===== config.mk =====
export PLATFORM = sky130hd
export DESIGN_NAME = control_unit
export DESIGN_NICKNAME = d
export VERILOG_FILES = /design/src/rtl/cpu_ctrl_pkg.sv /design/src/rtl/control_unit.sv
export SDC_FILE = /design/constraint.sdc
export NUM_CORES = 1
export LEC_CHECK = 0
export CORE_MARGIN = 2
export CORE_UTILIZATION = 48
export CTS_BUF_LIST = sky130_fd_sc_hd__clkbuf_4
export DETAILED_ROUTE_END_ITERATION = 10
export PLACE_DENSITY_LB_ADDON = 0.25
export SLEW_MARGIN = 10
export SYNTH_ARGS = -nofsm -noshare
export SYNTH_HDL_FRONTEND = slang
export SYNTH_SLANG_ARGS = --single-unit

===== constraint.sdc =====
create_clock -name clock -period 2.65 [get_ports clock]
set_clock_uncertainty 0.05 [all_clocks]
set_input_delay 0.3975 -clock clock [delete_from_list [all_inputs] [get_ports clock]]
set_output_delay 0.3975 -clock clock [all_outputs]
set_load 0.01 [all_outputs]

===== src/rtl/cpu_ctrl_pkg.sv =====
`default_nettype none
// ============================================================================
//  Module   : cpu_ctrl_pkg
//  Purpose  : Shared encodings for the Mini SRC hardwired control unit:
//             opcodes, bus-source codes, ALU operation codes, the phase
//             enum, the step-counter type and the control-word bundle.
//  Ports    : none (package)
//  Revision : 1.0 - initial release
// ============================================================================
package cpu_ctrl_pkg;

    localparam int STEP_W = 3;
    typedef logic [STEP_W-1:0] step_t;

    typedef enum logic [1:0] {
        FETCH = 2'd0,
        EXEC  = 2'd1,
        HALT  = 2'd2
    } phase_t;

    // Opcodes (IR[31:27])
    localparam logic [4:0] OP_LD   = 5'd0,  OP_LDI  = 5'd1,  OP_ST   = 5'd2;
    localparam logic [4:0] OP_ADD  = 5'd3,  OP_SUB  = 5'd4,  OP_AND  = 5'd5;
    localparam logic [4:0] OP_OR   = 5'd6,  OP_ROR  = 5'd7,  OP_ROL  = 5'd8;
    localparam logic [4:0] OP_SHR  = 5'd9,  OP_SHRA = 5'd10, OP_SHL  = 5'd11;
    localparam logic [4:0] OP_ADDI = 5'd12, OP_ANDI = 5'd13, OP_ORI  = 5'd14;
    localparam logic [4:0] OP_DIV  = 5'd15, OP_MUL  = 5'd16, OP_NEG  = 5'd17;
    localparam logic [4:0] OP_NOT  = 5'd18, OP_BR   = 5'd19, OP_JR   = 5'd20;
    localparam logic [4:0] OP_JAL  = 5'd21, OP_IN   = 5'd22, OP_OUT  = 5'd23;
    localparam logic [4:0] OP_MFHI = 5'd24, OP_MFLO = 5'd25, OP_NOP  = 5'd26;
    localparam logic [4:0] OP_HALT = 5'd27;

    // Bus sources; 0..15 are the general registers
    localparam logic [4:0] BUS_HI  = 5'd16, BUS_LO  = 5'd17, BUS_ZHI = 5'd18;
    localparam logic [4:0] BUS_ZLO = 5'd19, BUS_PC  = 5'd20, BUS_MDR = 5'd21;
    localparam logic [4:0] BUS_INP = 5'd22, BUS_IMM = 5'd23;

    // ALU operations
    localparam logic [3:0] ALU_ADD = 4'd0,  ALU_SUB = 4'd1,  ALU_AND = 4'd2;
    localparam logic [3:0] ALU_OR  = 4'd3,  ALU_ROR = 4'd4,  ALU_ROL = 4'd5;
    localparam logic [3:0] ALU_SHR = 4'd6,  ALU_SHRA = 4'd7, ALU_SHL = 4'd8;
    localparam logic [3:0] ALU_MUL = 4'd9,  ALU_DIV = 4'd10, ALU_NEG = 4'd11;
    localparam logic [3:0] ALU_NOT = 4'd12;

    // One cycle's worth of datapath controls
    typedef struct packed {
        logic       e_pc, e_ir, e_y, e_z, e_hi, e_lo, e_mdr, e_mar;
        logic       e_outport, e_inport, e_ra, e_con_ff, inc_pc;
        logic       ram_read, ram_write, mdr_read;
        logic       gra, grb, grc, e_rin, e_rout, ba_out, imm_sel;
        logic [4:0] bus;
        logic [3:0] alu_op;
    } ctrl_t;

    // Reserved opcodes behave as nop
    function automatic logic is_nop(input logic [4:0] op);
        return (op == OP_NOP) || (op > OP_HALT);
    endfunction

    function automatic logic [3:0] alu_code(input logic [4:0] op);
        logic [3:0] code;
        case (op)
            OP_SUB:          code = ALU_SUB;
            OP_AND, OP_ANDI: code = ALU_AND;
            OP_OR,  OP_ORI:  code = ALU_OR;
            OP_ROR:          code = ALU_ROR;
            OP_ROL:          code = ALU_ROL;
            OP_SHR:          code = ALU_SHR;
            OP_SHRA:         code = ALU_SHRA;
            OP_SHL:          code = ALU_SHL;
            OP_MUL:          code = ALU_MUL;
            OP_DIV:          code = ALU_DIV;
            OP_NEG:          code = ALU_NEG;
            OP_NOT:          code = ALU_NOT;
            default:         code = ALU_ADD;
        endcase
        return code;
    endfunction

    // Final execute step of each instruction
    function automatic step_t last_step(input logic [4:0] op);
        step_t s;
        case (op)
            OP_LD, OP_BR:                      s = 3'd7;
            OP_ST, OP_MUL, OP_DIV:             s = 3'd6;
            OP_LDI, OP_ADD, OP_SUB, OP_AND, OP_OR, OP_ROR, OP_ROL,
            OP_SHR, OP_SHRA, OP_SHL, OP_ADDI, OP_ANDI, OP_ORI:
                                               s = 3'd5;
            OP_NEG, OP_NOT, OP_JAL, OP_IN:     s = 3'd4;
            default:                           s = 3'd3;
        endcase
        return s;
    endfunction

endpackage
`default_nettype wire


===== src/rtl/control_unit.sv =====
`default_nettype none
// ============================================================================
//  Module   : control_unit
//  Purpose  : Hardwired Mini SRC control unit. A phase register plus a 3-bit
//             step counter sequence fetch (T0-T2) and execute (T3..T7);
//             every datapath control decodes combinationally from the
//             registered phase/step and the instruction register.
//  Ports    : clock, clear (async, active-high), IRout[31:0], CON, stop
//             -> register enables, memory strobes, register-select lines,
//             BusDataSelect[4:0], ALU_op[3:0], run
//  Revision : 1.0 - initial release
// ============================================================================
module control_unit
    import cpu_ctrl_pkg::*;
(
    input  logic        clock,
    input  logic        clear,
    input  logic [31:0] IRout,
    input  logic        CON,
    input  logic        stop,
    output logic        e_PC, e_IR, e_Y, e_Z, e_HI, e_LO, e_MDR, e_MAR,
    output logic        e_OutPort, e_InPort, e_RA, e_CON_FF, incPC,
    output logic        ram_read, ram_write, MDR_read,
    output logic        Gra, Grb, Grc, e_Rin, e_Rout, BAout, imm_sel,
    output logic [4:0]  BusDataSelect,
    output logic [3:0]  ALU_op,
    output logic        run
);

    phase_t     r_phase, w_phase_nxt;
    step_t      r_step,  w_step_nxt;
    ctrl_t      w_ctrl,  w_out;
    logic       w_run;

    logic [4:0] w_op;
    logic [4:0] w_bus_ra, w_bus_rb, w_bus_rc;
    logic       w_nop_t3, w_at_t0, w_imm_form;
    logic       w_unused_ir;

    assign w_op       = IRout[31:27];
    assign w_bus_ra   = {1'b0, IRout[26:23]};
    assign w_bus_rb   = {1'b0, IRout[22:19]};
    assign w_bus_rc   = {1'b0, IRout[18:15]};
    assign w_unused_ir = ^IRout[14:0];
    assign w_imm_form = (w_op == OP_ADDI) || (w_op == OP_ANDI) || (w_op == OP_ORI);

    // A nop has no execute work, so its T3 slot doubles as the next
    // instruction's T0; that keeps nop at three cycles.
    assign w_nop_t3 = (r_phase == EXEC) && (r_step == 3'd3) && is_nop(w_op);
    assign w_at_t0  = ((r_phase == FETCH) && (r_step == 3'd0)) || w_nop_t3;

    // ------------------------------------------------------------------
    // Phase / step register
    // ------------------------------------------------------------------
    always_ff @(posedge clock or posedge clear) begin
        if (clear) begin
            r_phase <= FETCH;
            r_step  <= 3'd0;
        end else begin
            r_phase <= w_phase_nxt;
            r_step  <= w_step_nxt;
        end
    end

    always_comb begin
        w_phase_nxt = r_phase;
        w_step_nxt  = r_step;
        if (w_at_t0) begin
            // stop is only honoured here; holding lands on a true T0
            w_phase_nxt = FETCH;
            w_step_nxt  = stop ? 3'd0 : 3'd1;
        end else begin
            case (r_phase)
                FETCH: begin
                    if (r_step == 3'd2) w_phase_nxt = EXEC;
                    w_step_nxt = r_step + 3'd1;
                end
                EXEC: begin
                    if ((w_op == OP_HALT) && (r_step == 3'd3)) begin
                        w_phase_nxt = HALT;
                        w_step_nxt  = 3'd0;
                    end else if ((r_step == last_step(w_op)) || (r_step == 3'd7)) begin
                        w_phase_nxt = FETCH;
                        w_step_nxt  = 3'd0;
                    end else begin
                        w_step_nxt  = r_step + 3'd1;
                    end
                end
                HALT:    ;
                default: begin
                    w_phase_nxt = FETCH;
                    w_step_nxt  = 3'd0;
                end
            endcase
        end
    end

    // ------------------------------------------------------------------
    // Output decode
    // ------------------------------------------------------------------
    always_comb begin
        w_ctrl = '0;
        w_run  = 1'b1;
        if (r_phase == HALT) begin
            w_run = 1'b0;
        end else if (w_at_t0) begin
            if (stop) begin
                w_run = 1'b0;
            end else begin
                w_ctrl.bus    = BUS_PC;
                w_ctrl.e_mar  = 1'b1;
                w_ctrl.inc_pc = 1'b1;
            end
        end else if (r_phase == FETCH) begin
            case (r_step)
                3'd1: begin
                    w_ctrl.ram_read = 1'b1;
                    w_ctrl.mdr_read = 1'b1;
                    w_ctrl.e_mdr    = 1'b1;
                end
                3'd2: begin
                    w_ctrl.bus  = BUS_MDR;
                    w_ctrl.e_ir = 1'b1;
                end
                default: ;
            endcase
        end else begin
            case (w_op)
                OP_ADD, OP_SUB, OP_AND, OP_OR, OP_ROR, OP_ROL, OP_SHR,
                OP_SHRA, OP_SHL, OP_ADDI, OP_ANDI, OP_ORI: begin
                    case (r_step)
                        3'd3: begin
                            w_ctrl.grb = 1'b1; w_ctrl.e_rout = 1'b1;
                            w_ctrl.bus = w_bus_rb; w_ctrl.e_y = 1'b1;
                        end
                        3'd4: begin
                            if (w_imm_form) begin
                                w_ctrl.bus = BUS_IMM; w_ctrl.imm_sel = 1'b1;
                            end else begin
                                w_ctrl.grc = 1'b1; w_ctrl.e_rout = 1'b1;
                                w_ctrl.bus = w_bus_rc;
                            end
                            w_ctrl.alu_op = alu_code(w_op);
                            w_ctrl.e_z    = 1'b1;
                        end
                        3'd5: begin
                            w_ctrl.bus = BUS_ZLO; w_ctrl.gra = 1'b1; w_ctrl.e_rin = 1'b1;
                        end
                        default: ;
                    endcase
                end
                OP_NEG, OP_NOT: begin
                    case (r_step)
                        3'd3: begin
                            w_ctrl.grb = 1'b1; w_ctrl.e_rout = 1'b1;
                            w_ctrl.bus = w_bus_rb; w_ctrl.alu_op = alu_code(w_op);
                            w_ctrl.e_z = 1'b1;
                        end
                        3'd4: begin
                            w_ctrl.bus = BUS_ZLO; w_ctrl.gra = 1'b1; w_ctrl.e_rin = 1'b1;
                        end
                        default: ;
                    endcase
                end
                OP_MUL, OP_DIV: begin
                    case (r_step)
                        3'd3: begin
                            w_ctrl.gra = 1'b1; w_ctrl.e_rout = 1'b1;
                            w_ctrl.bus = w_bus_ra; w_ctrl.e_y = 1'b1;
                        end
                        3'd4: begin
                            w_ctrl.grb = 1'b1; w_ctrl.e_rout = 1'b1;
                            w_ctrl.bus = w_bus_rb; w_ctrl.alu_op = alu_code(w_op);
                            w_ctrl.e_z = 1'b1;
                        end
                        3'd5: begin w_ctrl.bus = BUS_ZLO; w_ctrl.e_lo = 1'b1; end
                        3'd6: begin w_ctrl.bus = BUS_ZHI; w_ctrl.e_hi = 1'b1; end
                        default: ;
                    endcase
                end
                OP_LD, OP_LDI, OP_ST: begin
                    case (r_step)
                        3'd3: begin
                            // BAout makes an Rb of R0 read as zero
                            w_ctrl.grb = 1'b1; w_ctrl.e_rout = 1'b1; w_ctrl.ba_out = 1'b1;
                            w_ctrl.bus = w_bus_rb; w_ctrl.e_y = 1'b1;
                        end
                        3'd4: begin
                            w_ctrl.bus = BUS_IMM; w_ctrl.imm_sel = 1'b1;
                            w_ctrl.alu_op = ALU_ADD; w_ctrl.e_z = 1'b1;
                        end
                        3'd5: begin
                            w_ctrl.bus = BUS_ZLO;
                            if (w_op == OP_LDI) begin
                                w_ctrl.gra = 1'b1; w_ctrl.e_rin = 1'b1;
                            end else begin
                                w_ctrl.e_mar = 1'b1;
                            end
                        end
                        3'd6: begin
                            if (w_op == OP_LD) begin
                                w_ctrl.ram_read = 1'b1; w_ctrl.mdr_read = 1'b1;
                                w_ctrl.e_mdr    = 1'b1;
                            end else if (w_op == OP_ST) begin
                                w_ctrl.gra = 1'b1; w_ctrl.e_rout = 1'b1;
                                w_ctrl.bus = w_bus_ra; w_ctrl.ram_write = 1'b1;
                            end
                        end
                        3'd7: begin
                            if (w_op == OP_LD) begin
                                w_ctrl.bus = BUS_MDR; w_ctrl.gra = 1'b1; w_ctrl.e_rin = 1'b1;
                            end
                        end
                        default: ;
                    endcase
                end
                OP_BR: begin
                    case (r_step)
                        3'd3: begin
                            w_ctrl.gra = 1'b1; w_ctrl.e_rout = 1'b1;
                            w_ctrl.bus = w_bus_ra; w_ctrl.e_ra = 1'b1;
                        end
                        3'd4: w_ctrl.e_con_ff = 1'b1;
                        3'd5: begin w_ctrl.bus = BUS_PC; w_ctrl.e_y = 1'b1; end
                        3'd6: begin
                            w_ctrl.bus = BUS_IMM; w_ctrl.imm_sel = 1'b1;
                            w_ctrl.alu_op = ALU_ADD; w_ctrl.e_z = 1'b1;
                        end
                        3'd7: begin
                            if (CON) begin
                                w_ctrl.bus = BUS_ZLO; w_ctrl.e_pc = 1'b1;
                            end
                        end
                        default: ;
                    endcase
                end
                OP_JR: begin
                    if (r_step == 3'd3) begin
                        w_ctrl.gra = 1'b1; w_ctrl.e_rout = 1'b1;
                        w_ctrl.bus = w_bus_ra; w_ctrl.e_pc = 1'b1;
                    end
                end
                OP_JAL: begin
                    case (r_step)
                        // e_Rin with no Gr* line steers the write to R15
                        3'd3: begin w_ctrl.bus = BUS_PC; w_ctrl.e_rin = 1'b1; end
                        3'd4: begin
                            w_ctrl.gra = 1'b1; w_ctrl.e_rout = 1'b1;
                            w_ctrl.bus = w_bus_ra; w_ctrl.e_pc = 1'b1;
                        end
                        default: ;
                    endcase
                end
                OP_IN: begin
                    case (r_step)
                        3'd3: w_ctrl.e_inport = 1'b1;
                        3'd4: begin
                            w_ctrl.bus = BUS_INP; w_ctrl.gra = 1'b1; w_ctrl.e_rin = 1'b1;
                        end
                        default: ;
                    endcase
                end
                OP_OUT: begin
                    if (r_step == 3'd3) begin
                        w_ctrl.gra = 1'b1; w_ctrl.e_rout = 1'b1;
                        w_ctrl.bus = w_bus_ra; w_ctrl.e_outport = 1'b1;
                    end
                end
                OP_MFHI, OP_MFLO: begin
                    if (r_step == 3'd3) begin
                        w_ctrl.bus   = (w_op == OP_MFHI) ? BUS_HI : BUS_LO;
                        w_ctrl.gra   = 1'b1;
                        w_ctrl.e_rin = 1'b1;
                    end
                end
                default: ;
            endcase
        end
    end

    // clear masks the T0 decode so nothing commits while it is held
    assign w_out = clear ? '0 : w_ctrl;
    assign run   = clear | w_run;

    assign e_PC          = w_out.e_pc;
    assign e_IR          = w_out.e_ir;
    assign e_Y           = w_out.e_y;
    assign e_Z           = w_out.e_z;
    assign e_HI          = w_out.e_hi;
    assign e_LO          = w_out.e_lo;
    assign e_MDR         = w_out.e_mdr;
    assign e_MAR         = w_out.e_mar;
    assign e_OutPort     = w_out.e_outport;
    assign e_InPort      = w_out.e_inport;
    assign e_RA          = w_out.e_ra;
    assign e_CON_FF      = w_out.e_con_ff;
    assign incPC         = w_out.inc_pc;
    assign ram_read      = w_out.ram_read;
    assign ram_write     = w_out.ram_write;
    assign MDR_read      = w_out.mdr_read;
    assign Gra           = w_out.gra;
    assign Grb           = w_out.grb;
    assign Grc           = w_out.grc;
    assign e_Rin         = w_out.e_rin;
    assign e_Rout        = w_out.e_rout;
    assign BAout         = w_out.ba_out;
    assign imm_sel       = w_out.imm_sel;
    assign BusDataSelect = w_out.bus;
    assign ALU_op        = w_out.alu_op;

endmodule
`default_nettype wire


==> results of run 1 <==
## per-layer routing
layer | overflow | GRT usage
met1 | 4 | 0.862
met2 | 246 | 1.22
met3 | 4 | 0.741
met4 | 124 | 1.12
met5 | 0 | 0.133
## through the flow
step	cells	cell area, um^2	setup slack (ps)	setup TNS, ps
4_1_cts	523	3820	-156	-799
3_5_place_dp	502	3420	-862	-23760
3_3_place_gp	502	3420	-840	-21320
2_1_floorplan	309	2070	42.1	0
## cell usage after synthesis, drive strengths merged, types with 3 or more instances
cell / n / area (um^2)
nand2: 31 / 116
nor2: 28 / 105
o21ai: 26 / 130
a21oi: 25 / 129
buf: 15 / 110
nor3: 14 / 86.3
inv: 13 / 48.8
nand3: 13 / 65.1
ha: 12 / 150
clkbuf: 11 / 41.3
nor2b: 7 / 43.8
a31oi: 6 / 37.5
nand2b: 6 / 37.5
o22ai: 6 / 37.5
a21o: 5 / 37.5
dfrtp: 5 / 125
a211oi: 4 / 40.0
and2: 4 / 25.0
and3: 4 / 25.0
a211o: 3 / 26.3
a22oi: 3 / 22.5
a311oi: 3 / 26.3
and4: 3 / 26.3
o21a: 3 / 22.5
o31a: 3 / 26.3
o32ai: 3 / 26.3
or3b: 3 / 26.3
## kinds of logic after synthesis
logic type | after synthesis | share of synthesized area
muxes | 2 | 0.00966
AOI/OAI and AO/OA | 118 | 0.402
DFF | 5 | 0.0604
buffers and inverters | 39 | 0.0966
xor gates and xnor gates | 1 | 0.00423
adders and majority gates | 12 | 0.0725
and+or+nand+nor | 132 | 0.355
## repair_timing
| action | CTS |
|---|---|
| cloned | 1 |
| pin swaps | 16 |
| buffers inserted | 17 |
| resized for setup | 149 |
| setup endpoints to repair | 37 |
==> flow_metrics.env, run 1 <==
export IMPL_outcome="aborted with a tool error"
export IMPL_failed_stage="5_1_grt"
export IMPL_firstError="[ERROR GRT-0232] Routing congestion too high. Check the congestion heatmap in the GUI."
export IMPL_synth_cells=309
export IMPL_postCtsHoldBufs=0
export IMPL_synth_seq_cells=5
export IMPL_synth_area_um2=2070
export IMPL_numClockSinks=5
export IMPL_htreeDepth=1
export IMPL_worst_endpoint="ALU_op[2]"
export IMPL_initial_core_util=0.507
export IMPL_cts_made_buffers=3
export IMPL_root_buffer="clkbuf_4"
export IMPL_fp_row_count=23
export IMPL_worst_ep_kind="primary output"
export IMPL_synth_cell_types=78
export IMPL_port_buffers=53
export IMPL_yosys_warnings=0
export IMPL_die_x_um=69.7
export IMPL_ios=69
export IMPL_gp_congestion=1.06
export IMPL_die_h_um=69.7
export IMPL_synth_nets=357
export IMPL_synth_ff_type="dfrtp_1"
export IMPL_synth_seq_area_share=0.0604
export IMPL_grt_overflow_total=378
export IMPL_dp_hpwl_um=7550
export IMPL_grt_max_degree=14
export IMPL_grt_usage=0.953
export IMPL_ys_async_sr_fraction=1.00
export IMPL_avgSynthCellArea_um2=6.71
export IMPL_clock_path_buffers=2
export IMPL_synth_edf_count=0
==> inputs of run 2 (changes only) <==
--- a/config.mk
+++ b/config.mk
@@ -6,10 +6,9 @@
 export NUM_CORES = 1
 export LEC_CHECK = 0
 export CORE_MARGIN = 2
-export CORE_UTILIZATION = 48
-export CTS_BUF_LIST = sky130_fd_sc_hd__clkbuf_4
+export CORE_UTILIZATION = 40
 export DETAILED_ROUTE_END_ITERATION = 10
-export PLACE_DENSITY_LB_ADDON = 0.25
+export PLACE_DENSITY_LB_ADDON = 0.15
 export SLEW_MARGIN = 10
 export SYNTH_ARGS = -nofsm -noshare
 export SYNTH_HDL_FRONTEND = slang
==> flow_metrics.env, run 2 <==
export IMPL_synth_top_cell_area_share=0.0725
export IMPL_hold_class="in2async"
export IMPL_port_buffers=53
export IMPL_synth_seq_area_share=0.0604
export IMPL_grt_usage=0.355
export IMPL_drive_gt1_frac=0.544
export IMPL_largest_reg_flops=3
export IMPL_antenna_found_initial=0
export IMPL_power_density_nw_per_um2=596
export IMPL_numClockSinks=5
export IMPL_die_x_um=76.0
export IMPL_synth_seq_cells=5
export IMPL_place_area_um2=3420
export IMPL_whs_ps=583
export IMPL_crit_start="r_step[1]"
export IMPL_final_nets=538
export IMPL_n_antenna_cell=0
export IMPL_routedWlPerCell_um=21.5
export IMPL_post_route_util=0.822
export IMPL_grt_max_degree=18
export IMPL_worstPathMaxFanout=5
export IMPL_ios=69
export IMPL_synthTopCellsByArea="ha_1 (7.2%), dfrtp_1 (6.0%), a21oi_1 (5.8%), nand2_1 (5.6%), nor2_1 (5.1%)"
export IMPL_synth_cells=309
export IMPL_rsz0062_at_grt="yes"
export IMPL_avgSynthCellArea_um2=6.71
export IMPL_clk_latency_ps=210
export IMPL_period_share=1.07
export IMPL_worst_slew_pin_slew_ps=578
export IMPL_endpoint_kind="output port"
export IMPL_root_buffer="clkbuf_8"
export IMPL_via_per_inst=6.39
export IMPL_layout_setup_ws_ps=-183
export IMPL_wl_um=12000
export IMPL_htreeDepth=1
export IMPL_cts_tree="built"
export IMPL_yosys_warnings=0
export IMPL_setup_viol_count_final=11
export IMPL_gp_congestion=0.963
export IMPL_drtIter0Drc=364
export IMPL_die_h_um=76.0
export IMPL_dieArea_um2=5770
export IMPL_grt_pass1_vias=3345
export IMPL_synth_area_um2=2070
export IMPL_ys_top_cells_by_count="nand2_1 (31), nor2_1 (28), a21oi_1 (24)"
export IMPL_clock_power_share=0.055
export IMPL_min_period_ps=2830
export IMPL_swShare=0.487
export IMPL_crit_type="reg2out"
export IMPL_seq_power_share=0.072
export IMPL_hold_viol_final=0
export IMPL_top_register="r_step"
export IMPL_synthToLayoutAreaGrowth_pct=99.9
export IMPL_dr_pass1_iters=5
export IMPL_synth_nets=357
export IMPL_drv_slew=0
export IMPL_outcome="complete, but fails checks"
export IMPL_initial_core_util=0.411
export IMPL_cp_data_arrival_time_ps=2390
export IMPL_ant_nets=0
export IMPL_dp_hpwl_um=7420
export IMPL_violations="negative setup slack"
export IMPL_ys_async_sr_fraction=1.00
export IMPL_fp_row_count=26
export IMPL_cts_made_buffers=3
export IMPL_drcViolationCount=0
export IMPL_clock_path_buffers=2
export IMPL_fmax_mhz=353
export IMPL_placed_cells=522
export IMPL_design_area_um2=4140
export IMPL_pwr_share_comb=0.873
export IMPL_synth_ff_type="dfrtp_1"
export IMPL_synth_most_common_cell="nand2_1"
export IMPL_ir_worst_vdd_uv=732
export IMPL_internal_power_w=0.00127
export IMPL_clk_pin_slew_ps=30
export IMPL_grt_overflow_total=0
export IMPL_max_cap_violations=0
export IMPL_grt_pass1_wl_um=17000
export IMPL_layout_common_cells="buf_4 (123), nand2_1 (26), a21oi_1 (21), nor2_1 (21), buf_2 (20)"
export IMPL_pre_cts_slack_ps=-916
export IMPL_vias=3573
export IMPL_core_area_um2=5040
export IMPL_synth_cell_types=78
export IMPL_mostFrequentLayoutCell="buf_4"
export IMPL_synth_edf_count=0
export IMPL_reg_top3="r_step: 3 flops, r_phase: 2 flops"
export IMPL_p_sw_w=0.00120
export IMPL_yosysTopAreaCell="ha_1"
export IMPL_leakagePower_nw=1.82
export IMPL_relSlewSlack=0.614
export IMPL_critical_path_required_ps=2200
export IMPL_reg2reg_from="r_step[1]"
export IMPL_layout_cells_non_filler=559
export IMPL_start_kind="register"
==> run 2: worst paths after layout <==
path / slack (ps) / endpoint / cells after the start
worst max-delay path: -180 / BusDataSelect[0] / 9
worst min-delay path: 580 / r_step[2] / 3
worst max register to register: 140 / r_step[0] / 9
worst min register to register: 670 / r_step[0] / 3
max in group asynchronous: 1760 / r_step[0] / 3
min in group clock: 670 / r_step[0] / 3
==> run 2: metal layers <==
metal,vias to the layer above,global-route usage,part of all wire
li1,1544,-,-
met4,0,0.144,0.076
met5,-,0,0
met1,1614,0.449,0.37
met3,98,0.0415,0.089
met2,317,0.614,0.46
==> run 2: cell type report <==
| class | instances | area, um^2 |
|---|---|---|
| multi-input combinational | 265 | 2200 |
| timing repair buffer | 202 | 1630 |
| inverter | 13 | 53.8 |
| clock buffer | 4 | 45.0 |
| fill | 294 | 900 |
| sequential | 5 | 128 |
| tap | 70 | 87.6 |
==> run 2: power groups by stage <==
stage               Clock (W)  Combinational, W  Sequential (W)
global placement            0           0.00155        0.000145
CTS                  0.000139           0.00180        0.000159
finish               0.000136           0.00215        0.000178
floorplan                   0          0.000825        0.000142
global route         0.000146           0.00227        0.000176
detailed placement          0           0.00157        0.000147
==> run 2: repair_timing <==
action	in CTS	in global routing
gates cloned	3	2
pin swaps	15	28
hold buffers	0	0
gates resized for setup	159	91
setup endpoints to repair	32	27
setup buffers	17	12
==> run 2: worst max-delay path, cell delays in order, from the launching register on <==
cell,delay [ps]
dfrtp_2,460
inv_4,80
ha_4,180
or4b_4,510
o221a_4,150
buf_6,120
a21o_1,160
a221oi_2,280
a21oi_1,90
buf_2,150
==> run 2: through the flow <==
step	power (W)	setup TNS, ps
after floorplan	0.000967	0
after global placement	0.00170	-23220
after detailed placement	0.00172	-25420
after CTS	0.00210	-663
after global routing	0.00259	-2180
final	0.00247	-1010
==> run 2: cells by family (layout without fill, tap and decap cells) <==
logic type | after synthesis | after routing | synth area share
AOI/OAI and AO/OA | 118 | 118 | 0.402
xor gates and xnor gates | 1 | 1 | 0.00423
adders and majority gates | 12 | 12 | 0.0725
buffers and inverters | 39 | 219 | 0.0966
DFF | 5 | 5 | 0.0604
muxes | 2 | 2 | 0.00966
and+or+nand+nor | 132 | 132 | 0.355
Power figures use the tool's default switching activity.
